`src/rtl/fifo_byte_serializer.sv`:
```
`default_nettype none
// ============================================================================
// Module   : fifo_byte_serializer
// Purpose  : Read-side consumer of the single-clock byte FIFO. Pops one word
//            at a time and shifts it out MSB-first, holding each bit on
//            tx_bit_o for BIT_PERIOD clocks. The stream feeds the backscatter
//            encoder. This block owns the read handshake; the FIFO owns the
//            storage and the empty flag.
// Revision : 1.0 - initial release
//
// Ports:
//   clock_i         system clock, rising edge
//   reset_i         asynchronous active-high reset
//   enable_i        level; permits fetching new words from the FIFO
//   fifo_empty_i    FIFO empty flag
//   fifo_rd_data_i  FIFO read data, valid one cycle after fifo_rd_en_o
//   fifo_rd_en_o    one-cycle FIFO pop request
//   tx_bit_o        current serial bit
//   tx_valid_o      high while tx_bit_o carries a frame bit
//   bit_strobe_o    one-cycle pulse on the first cycle of each bit
//   byte_done_o     one-cycle pulse on the last cycle of each frame
//   busy_o          high in any state other than IDLE
//
// Build option:
//   SERIALIZER_PARITY_EN - when defined, an even-parity bit (XOR of the data
//   bits) is appended after the last data bit, extending the frame by one
//   bit period. byte_done_o then marks the last cycle of the parity bit.
// ============================================================================
module fifo_byte_serializer #(
  parameter int DATA_WIDTH = 8,
  parameter int BIT_PERIOD = 4,
  parameter int CNT_W      = 4
) (
  input  logic                  clock_i,
  input  logic                  reset_i,
  input  logic                  enable_i,
  input  logic                  fifo_empty_i,
  input  logic [DATA_WIDTH-1:0] fifo_rd_data_i,
  output logic                  fifo_rd_en_o,
  output logic                  tx_bit_o,
  output logic                  tx_valid_o,
  output logic                  bit_strobe_o,
  output logic                  byte_done_o,
  output logic                  busy_o
);

`ifdef SERIALIZER_PARITY_EN
  localparam int FRAME_BITS = DATA_WIDTH + 1;
`else
  localparam int FRAME_BITS = DATA_WIDTH;
`endif
  localparam int BCNT_W = $clog2(DATA_WIDTH + 1);

  localparam logic [BCNT_W-1:0] LAST_BIT  = BCNT_W'(FRAME_BITS - 1);
  localparam logic [CNT_W-1:0]  LAST_TICK = CNT_W'(BIT_PERIOD - 1);

  typedef enum logic [1:0] {
    S_IDLE  = 2'd0,
    S_FETCH = 2'd1,
    S_LOAD  = 2'd2,
    S_SHIFT = 2'd3
  } state_t;

  state_t                  state_q, state_d;
  logic [FRAME_BITS-1:0]   shreg_q, shreg_d;
  logic [BCNT_W-1:0]       bit_cnt_q, bit_cnt_d;
  logic [CNT_W-1:0]        per_cnt_q, per_cnt_d;
  logic [FRAME_BITS-1:0]   load_val;

  // The parity bit rides in the LSB of the shift register so it simply
  // emerges after the data bits without any extra state.
`ifdef SERIALIZER_PARITY_EN
  assign load_val = {fifo_rd_data_i, ^fifo_rd_data_i};
`else
  assign load_val = fifo_rd_data_i;
`endif

  always_ff @(posedge clock_i or posedge reset_i) begin
    if (reset_i) begin
      state_q   <= S_IDLE;
      shreg_q   <= '0;
      bit_cnt_q <= '0;
      per_cnt_q <= '0;
    end else begin
      state_q   <= state_d;
      shreg_q   <= shreg_d;
      bit_cnt_q <= bit_cnt_d;
      per_cnt_q <= per_cnt_d;
    end
  end

  always_comb begin
    state_d      = state_q;
    shreg_d      = shreg_q;
    bit_cnt_d    = bit_cnt_q;
    per_cnt_d    = per_cnt_q;
    fifo_rd_en_o = 1'b0;
    tx_bit_o     = 1'b0;
    tx_valid_o   = 1'b0;
    bit_strobe_o = 1'b0;
    byte_done_o  = 1'b0;

    case (state_q)
      S_IDLE: begin
        if (enable_i && !fifo_empty_i) begin
          state_d = S_FETCH;
        end
      end

      S_FETCH: begin
        fifo_rd_en_o = 1'b1;
        state_d      = S_LOAD;
      end

      S_LOAD: begin
        shreg_d   = load_val;
        bit_cnt_d = '0;
        per_cnt_d = '0;
        state_d   = S_SHIFT;
      end

      S_SHIFT: begin
        tx_valid_o   = 1'b1;
        tx_bit_o     = shreg_q[FRAME_BITS-1];
        bit_strobe_o = (per_cnt_q == '0);
        if (per_cnt_q == LAST_TICK) begin
          shreg_d   = {shreg_q[FRAME_BITS-2:0], 1'b0};
          per_cnt_d = '0;
          if (bit_cnt_q == LAST_BIT) begin
            // Last cycle of the frame: the only point besides IDLE where
            // the empty flag is consulted, giving back-to-back frames.
            byte_done_o = 1'b1;
            bit_cnt_d   = '0;
            state_d     = (enable_i && !fifo_empty_i) ? S_FETCH : S_IDLE;
          end else begin
            bit_cnt_d = bit_cnt_q + BCNT_W'(1);
          end
        end else begin
          per_cnt_d = per_cnt_q + CNT_W'(1);
        end
      end

      default: state_d = S_IDLE;
    endcase
  end

  assign busy_o = (state_q != S_IDLE);

endmodule
`default_nettype wire

```
`config.mk`:
```
export PLATFORM = sky130hd
export DESIGN_NAME = fifo_byte_serializer
export DESIGN_NICKNAME = d
export VERILOG_FILES = /design/src/rtl/fifo_byte_serializer.sv
export SDC_FILE = /design/constraint.sdc
export NUM_CORES = 1
export LEC_CHECK = 0
export CAP_MARGIN = 20
export CORE_UTILIZATION = 45
export DETAILED_ROUTE_END_ITERATION = 10
export PLACE_DENSITY = 0.81
export SLEW_MARGIN = 20
export SYNTH_ARGS = -nofsm -noshare
export SYNTH_HDL_FRONTEND = slang
export SYNTH_SLANG_ARGS = --single-unit
```
`constraint.sdc`:
```
create_clock -name clock_i -period 2.3 [get_ports clock_i]
set_clock_uncertainty 0.15 [all_clocks]
set_input_delay 0.69 -clock clock_i [delete_from_list [all_inputs] [get_ports clock_i]]
set_output_delay 0.69 -clock clock_i [all_outputs]
set_load 0.1 [all_outputs]
```
# Word-level counts from Yosys, hierarchy flattened
# Index checks and enable logic that the tools add are counted.
dict set report classes {
  add_sub_neg 2
  n_mul 0
  div 0
  n_lt_le_gt_ge 0
  n_eq_ne 8
  shifts 0
  muxes 19
  n_bitwise 0
  n_reduce_logical 8
}
# cell n
set op_table {}
lappend op_table {{one-hot mux 4 bit (2 select lines)} 2}
lappend op_table {{one-hot mux 8 bit (2 select lines)} 1}
lappend op_table {{two-way mux 4 bit} 3}
lappend op_table {{adder 4 x 1 -> 4 bit, second input constant} 2}
lappend op_table {{two-way mux 1 bit} 8}
lappend op_table {{two-way mux 8 bit} 1}
lappend op_table {{one-hot mux 2 bit (4 select lines)} 1}
lappend op_table {{two-way mux 2 bit} 3}
lappend op_table {{!= test 2 bit, second input constant} 3}
lappend op_table {{equality test 2 bit, second input constant} 2}
lappend op_table {{equality test 4 x 2 -> 1 bit, second input constant} 1}
lappend op_table {{equality test 4 x 3 -> 1 bit, second input constant} 1}
lappend op_table {{zero test 4 bit} 1}
lappend op_table {{nonzero test 2 bit} 2}
lappend op_table {{AND reduction 3 bit} 1}
lappend op_table {{equality test 2 x 1 -> 1 bit, second input constant} 1}
lappend op_table {{zero test 2 bit} 1}
lappend op_table {{AND reduction 2 bit} 1}
lappend op_table {{logical AND 1 bit} 1}
lappend op_table {{zero test 1 bit} 1}
dict set report totals {
  ff_bits 18
  latch_bits 0
  mem_bits_rw 0
  romBits 0
  in_bits 12
  out_inout_bits 6
  n_memories 0
}

# Logic depth before layout (Yosys ltp)
dict set report logic_depth {
  ltp_word 6
  ltp_mapped 7
  mapped_depth_nobuf 6
}

# Least setup slack after synthesis
# Ideal clock, no wire load.
dict set report synth_path {
  path_type {register -> output}
  start {register state_q[0]}
  end {output byte_done_o}
  arrival_time_ns 2.875
  required_ns 1.460
  setup_slack_ns -1.415
  path_stages_with_launch 4
  n_path_buf 0
  path_cell_list {dfrtp_1 -> ha_1 -> nand4bb_1 -> nor2_1}
}
dict set report synth_via {
  elab_chain_cells 2
}
# item line_no
set synth_rtl {}
lappend synth_rtl {{start, declared} 64} ;# state_t state_q, state_d;
lappend synth_rtl {{start signal, assigned} 85} ;# state_q <= state_d;
lappend synth_rtl {{equality test 2 bit} 103} ;# case (state_q)
lappend synth_rtl {{two-way mux 1 bit} 103}
lappend synth_rtl {{end, declared} 43} ;# output logic byte_done_o,
# No other way between the ends.

# Final worst setup path
dict set report layout_path {
  start {register per_cnt_q[0]}
  end {output bit_strobe_o}
}
dict set report layout_via {
  elab_chain_cells 2
}
# item line_no
set layout_rtl {}
lappend layout_rtl {{start, declared} 67} ;# logic [CNT_W-1:0] per_cnt_q, per_cnt_d;
lappend layout_rtl {{start signal, assigned} 88} ;# per_cnt_q <= per_cnt_d;
lappend layout_rtl {{zero test 4 bit} 125} ;# bit_strobe_o = (per_cnt_q == '0);
lappend layout_rtl {{two-way mux 1 bit} 103}
lappend layout_rtl {{end, declared} 42} ;# output logic bit_strobe_o,
# No other way between the ends.

==> Flow_metrics.wiki <==
{| class="wikitable"
! Metric !! Value
|-
| Run status || finished clean
|-
| Critical path cell sequence || buf_6, inv_4, ha_4, and4bb_4, buf_12
|-
| Start point of the worst hold path || shreg_q[2]
|-
| Dpl ws || 0.191 ns
|-
| Leak || 0.638 nW
|-
| Global-route wire length before repair || 3.84 mm
|-
| Multi-input combinational cell area || 617 um^2
|-
| Number of antenna violations at the first check in global routing || 0
|-
| Synth warn || 0
|-
| Count of placed standard cells including taps || 151
|-
| Standard cell with the maximum stage delay on the critical path || dfrtp_1
|-
| Number of clock sinks || 18
|-
| Horizontal die dimension || 50.4 um
|-
| Unrepaired setup endpoints after global routing || yes
|-
| Clock root cell || clkbuf_4
|-
| Number of buffers inserted by port buffering || 17
|-
| Net Count, Synth || 126
|-
| Startpoint type of the worst setup path || flip-flop
|-
| Seq/Total Area, Yosys || 0.428
|-
| Maximum level of the CTS H-tree || 1
|-
| Final setup margin || 0.0223 ns
|-
| Category of the critical setup timing path || reg -> out
|-
| Worst-margin pin slew || 0.305 ns
|-
| Count of pins over their slew limit || 0
|-
| Vias in the first global route || 889
|-
| Number of instances in the synthesized netlist || 105
|-
| Overall routed net length || 2.37 mm
|-
| Reg-to-Reg Start || state_q[0]
|-
| Post-CTS clock slew at the launch and capture registers of the worst setup and hold paths || 0.10 ns
|-
| Period Utilization, post-route || 0.990
|-
| Non-Filler Instances || 159
|-
| Number of DRC violations after detailed-routing iteration 0 || 16
|-
| Post-Syn Area || 1050 um^2
|-
| Most common cell after layout, fill and taps aside || dfrtp_1
|-
| Worst path arrival time || 1.44 ns
|-
| Final Hold Fails || 0
|-
| Fraction of final layout cells sized beyond drive strength 1 || 0.260
|-
| Total number of vias || 847
|-
| Slack of the worst reg-to-reg path || 0.40 ns
|-
| CTS tree || done
|-
| Leading cell types in the layout, fill and taps excluded || dfrtp_1 (16), nand2_1 (13), clkdlybuf4s50_1 (11), o21ai_0 (9), mux2i_1 (8)
|-
| Nets || 153
|-
| VDD IR-drop max || 0.00138 V
|-
| Number of placement rows || 17
|-
| Number of vias per cell after detailed routing || 5.33
|-
| Area taken by flip-flops and latches || 453 um^2
|-
| Max incr delay on CP || 0.41 ns
|-
| Final worst path period need || 2.28 ns
|-
| Overflow left after global routing || 0
|-
| Crit Path Max Fanout || 2
|-
| Gr usage total || 0.207
|-
| Clock latency reported for the late side of the worst-skew pair || 0.29 ns
|-
| Mapped Avg Cell Area || 10.0 um^2
|-
| Share of the core filled with cells in the final layout || 0.662
|-
| Number of cells traversed by the worst hold path || 2
|-
| Cts bufs inserted || 3
|-
| Filler Cell Count || 172
|-
| CP Capture Type || output pin
|-
| Floorplan die area || 2540 um^2
|-
| Effective utilization at floorplan || 0.476
|-
| Largest net degree at the start of global routing || 18
|-
| Dpl hpwl || 1.60 mm
|-
| Largest buffer count on any clock path || 2
|-
| Number of remaining DRC errors || 0
|-
| Power Dens Cells || 1360 nW/um^2
|-
| Number of iterations in the first detailed-routing pass || 4
|-
| Diode insertion count for antenna repair || 0
|-
| Boundary Pins || 18
|-
| Count of max-cap constraint violations || 0
|-
| Capture endpoint of the worst hold path || shreg_q[2]
|-
| RePlAce Congestion || 0.781
|-
| Worst slew margin || 0.796
|-
| Signed area change from the synthesized netlist to the final layout || 39.0%
|-
| Avg WL per Cell || 14.9 um
|-
| Crit. Startpoint || per_cnt_q[0]
|-
| Cells on worst reg2reg path || 6
|-
| Worst endpoint required time || 1.46 ns
|-
| Final number of setup-violating endpoints || 0
|-
| Maximum clock rate || 0.439 GHz
|-
| Number of library cell types mapped by synthesis || 30
|-
| Vertical die dimension || 50.4 um
|-
| Worst R2R End || bit_cnt_q[1]
|-
| Flip-flop and latch count after synthesis || 18
|-
| Type of the tightest min-delay check || reg -> reg
|-
| Post-detailed-route count of antenna-violating nets || 0
|-
| Core outline area || 2210 um^2
|}
## state kept, by name, indices dropped and copies added, names as in the netlist
name / flops
shreg_q: 8
per_cnt_q: 4
state_q: 2
bit_cnt_q: 4
## metal layers
layer,track usage,wire (um),up-vias
li1,-,-,415
met1,0.257,1060,402
met2,0.358,1160,26
met3,0.0303,110,4
met4,0.0833,46,0
met5,0,0,-
## worst max path at each step
stage | endpoint | slack (ns)
after global routing | bit_strobe_o | -0.02
after CTS | bit_strobe_o | 0.004
final | bit_strobe_o | 0.02
after global placement | state_q[1] | 0.26
after floorplan | bit_strobe_o | -0.15
after detailed placement | state_q[0] | 0.19
## synthesized netlist by cell type (all sizes together)
cell / count / area (um^2)
o21ai: 17 / 88.8
a31oi: 1 / 6.26
inv: 7 / 26.3
xnor2: 1 / 8.76
nor2: 3 / 11.3
mux2: 2 / 30.0
dfrtp: 18 / 450
nand2: 14 / 55.1
nand4bb: 1 / 11.3
nand3: 4 / 20.0
buf: 3 / 15.0
a32o: 1 / 10.0
o31ai: 2 / 15.0
nor2b: 2 / 12.5
a21oi: 3 / 18.8
or3b: 1 / 11.3
and4bb: 1 / 12.5
nand3b: 1 / 7.51
or2b: 1 / 7.51
nor3b: 1 / 12.5
and2: 1 / 6.26
xor2: 1 / 8.76
nand4b: 1 / 8.76
mux2i: 8 / 80.1
ha: 9 / 113
nand4: 1 / 6.26
## metrics by stage
stage | setup TNS [ns] | hold WS (ns) | area, um^2 | total power (W)
floorplan | -0.295 | 0.297 | 1090 | 0.00138
global placement | 0 | 0.314 | 1360 | 0.00167
detailed placement | 0 | 0.325 | 1360 | 0.00171
CTS | 0 | 0.349 | 1430 | 0.00194
global route | -0.0423 | 0.401 | 1460 | 0.00213
finish | 0 | 0.350 | 1460 | 0.00199
## critical path: cells and delay by family (launching register included)
| kind | cells | cell delay [ns] |
|---|---|---|
| DFF | 1 | 0.41 |
| and+or+nand+nor | 1 | 0.25 |
| adders and majority gates | 1 | 0.12 |
| buffers and inverters | 3 | 0.35 |
## power breakdown
group / switching [W] / leakage, nW / internal, W
Combinational: 0.000737 / 0.387 / 0.000529
Sequential: 0.0000972 / 0.230 / 0.000434
Clock: 0.0000973 / 0.0210 / 0.0000965
## cells by family after synthesis
logic type | count (synthesis) | share of synthesized area
simple gates | 32 | 0.173
compound gates | 24 | 0.132
flops | 18 | 0.428
buf+inv | 10 | 0.0392
mux | 10 | 0.105
fa+ha+maj | 9 | 0.107
xor+xnor | 2 | 0.0166
## what timing repair did
action,CTS,global route
gates resized for setup,3,5
pin swaps,2,0
hold buffers,0,0
buffers inserted,2,2
endpoints found under the setup margin,1,2
## final cells by class
cell class,instances,share of cell area
timing repair buffer,25,0.201
sequential,18,0.309
multi-input combinational,77,0.421
clock buffer,4,0.0248
inverter,7,0.0197
tap,28,0.0239
Note: power is estimated with default switching activity, not from simulation.
==> patch, RTL diff (config.mk and constraints unchanged) <==
Set the parameter `DATA_WIDTH` to 4 (it was 8).
--- a/src/rtl/fifo_byte_serializer.sv
+++ b/src/rtl/fifo_byte_serializer.sv
@@ -27,7 +27,7 @@
 //   bit period. byte_done_o then marks the last cycle of the parity bit.
 // ============================================================================
 module fifo_byte_serializer #(
-  parameter int DATA_WIDTH = 8,
+  parameter int DATA_WIDTH = 4,
   parameter int BIT_PERIOD = 4,
   parameter int CNT_W      = 4
 ) (
Ports: changed (resized fifo_rd_data_i); port bits go from 18 to 14. The function was not compared with the original's and may differ.
==> patch against the original RTL <==
- sequential cell count is 5 lower
- synthesized area is 23% lower
- setup slack worse by 0.022 ns
- hold slack better by 0.0051 ns
- sequential share of layout area is 2.8 points lower
- register-to-register slack better by 0.04 ns
- power is 17% lower
- design area is 21% lower
- wire length is 24% lower
- largest power group unchanged
- highest routed layer unchanged
==> patch: results (changes against the original RTL) <==
| Metric | Value |
|---|---|
| Run status | `finished clean` |
| First-pass GRT wire length | `2829 um (-26%)` |
| LEAKAGE | `0.5259 nW (-18%)` |
| GRT Total Usage | `0.2050 (-0.002121)` |
| Initial antenna violation count | `0 (unchanged)` |
| Routed Wire Length | `1808 um (-24%)` |
| Multi-input logic area | `491.7 sq um (-20%)` |
| Slowest stage cell, crit path | `dfrtp_1` |
| Fillers | `120 (-30%)` |
| Avg Cell Area, Syn | `10.67 sq um (+6.3%)` |
| Port Buffer Count | `13 (-4)` |
| Slowest stage delay, CP | `0.40 ns` |
| Num CTS Buffers | `3 (unchanged)` |
| Commonest cells post-synth | `dfrtp_1, ha_1, nand2_1` |
| HPWL Detailed | `1301 um (-19%)` |
| Clk buf depth | `2 (unchanged)` |
| Largest registers | `per_cnt_q x4, shreg_q x4, bit_cnt_q x3` |
| RD Place Congestion | `0.7509 (-3.8%)` |
| Setup bufs post-CTS | `5 (+3)` |
| Post-cts sizing count | `3 (unchanged)` |
| CTS clock-pin slew for the worst setup and hold paths | `about 0.09 ns` |
| Largest net degree at the start of global routing | `14 (-4)` |
| Syn_nets | `93 (-26%)` |
| Clk_lat worst skew | `about 0.28 ns` |
| Maximum vdd drop | `1214 uV (-12%)` |
| Setup TNS | `0 ns (unchanged)` |
| DP Area | `0.001064 sq mm (-22%)` |
| Async S/R FF share, synth | `1.000 (unchanged)` |
| Crit Path Max Fanout | `4 (+2)` |
| Yosys warns | `0 (unchanged)` |
| Post-synthesis cell type count | `29 (-3.3%)` |
| Slew at the pin closest to its max-slew limit | `0.5097 ns (+0.2045 ns)` |
| Initial DRC count | `1 (-15)` |
| Post-Place Setup Slack | `0.2320 ns (+0.04064 ns)` |
| CP delay by family, top | `simple AND/OR/NAND/NOR gates` |
| Final-stage net count | `120 (-22%)` |
| Sequential area share after synthesis | `0.4012 (-0.02632)` |
| Ant. Diodes | `0 (unchanged)` |
| Vias after detailed routing | `625 (-26%)` |
| Finished Layout Cells | `126 (-21%)` |
| Critical path arrival | `1.46 ns (+0.02 ns)` |
| DRT Pass-1 Iters | `3 (-1)` |
| Layout cells sized above 1 | `0.3627 (+0.1032)` |
| Synth area leaders | `dfrtp_1, ha_1, mux2i_1, o21ai_0, nand2_1` |
| Hold Crit Class | `reg2reg` |
| Vias in the first global route | `624 (-30%)` |
| CTS Root Cell | `clkbuf_4` |
[patch: path summary, 6_finish.rpt]
check / start / to / slack (ns) / cells after the start
max: state_q[0] / byte_done_o / 0.0002 / 4
min: shreg_q[1] / shreg_q[1] / 0.36 / 2
max reg2reg: state_q[0] / bit_cnt_q[1] / 0.44 / 6
min reg2reg: shreg_q[1] / shreg_q[1] / 0.36 / 2
max in group asynchronous: reset_i / state_q[1] / 1.05 / 2
min in group asynchronous: reset_i / shreg_q[0] / 0.58 / 2
[patch: power breakdown]
part / switching (W) / internal [W]
clock: 0.0000785 / 0.0000673
sequential: 0.0000510 / 0.000308
combinational: 0.000667 / 0.000482
total: 0.000796 / 0.000858
[patch: area by class of cell]
| type | instances | share of cell area |
|---|---|---|
| Tap cell | 24 | 0.02581 |
| Clock buffer | 4 | 0.02258 |
| Inverter | 6 | 0.01935 |
| Timing Repair Buffer | 23 | 0.2280 |
| Multi-Input combinational cell | 56 | 0.4226 |
| Sequential cell | 13 | 0.2817 |
[patch: kinds of logic (layout without fill, tap and decap cells)]
group | count (synthesis) | after routing | share of synthesized area
AND/OR/NAND/NOR | 25 | 25 | 0.2022
adder cells (fa/ha/maj) | 9 | 9 | 0.1389
buffers and inverters | 7 | 33 | 0.03704
multiplexers | 6 | 6 | 0.08642
XOR/XNOR | 1 | 1 | 0.01080
AO/OA/AOI/OAI | 15 | 15 | 0.1235
flip-flops | 13 | 13 | 0.4012
[patch: per-layer routing]
| layer | routed length (um) | up-vias | global-route usage |
|---|---|---|---|
| li1 | - | 310 | - |
| met4 | 14 | 0 | 0.09091 |
| met3 | 46 | 2 | 0.02857 |
| met1 | 782 | 301 | 0.2539 |
| met2 | 963 | 12 | 0.3529 |
| met5 | 0 | - | 0 |
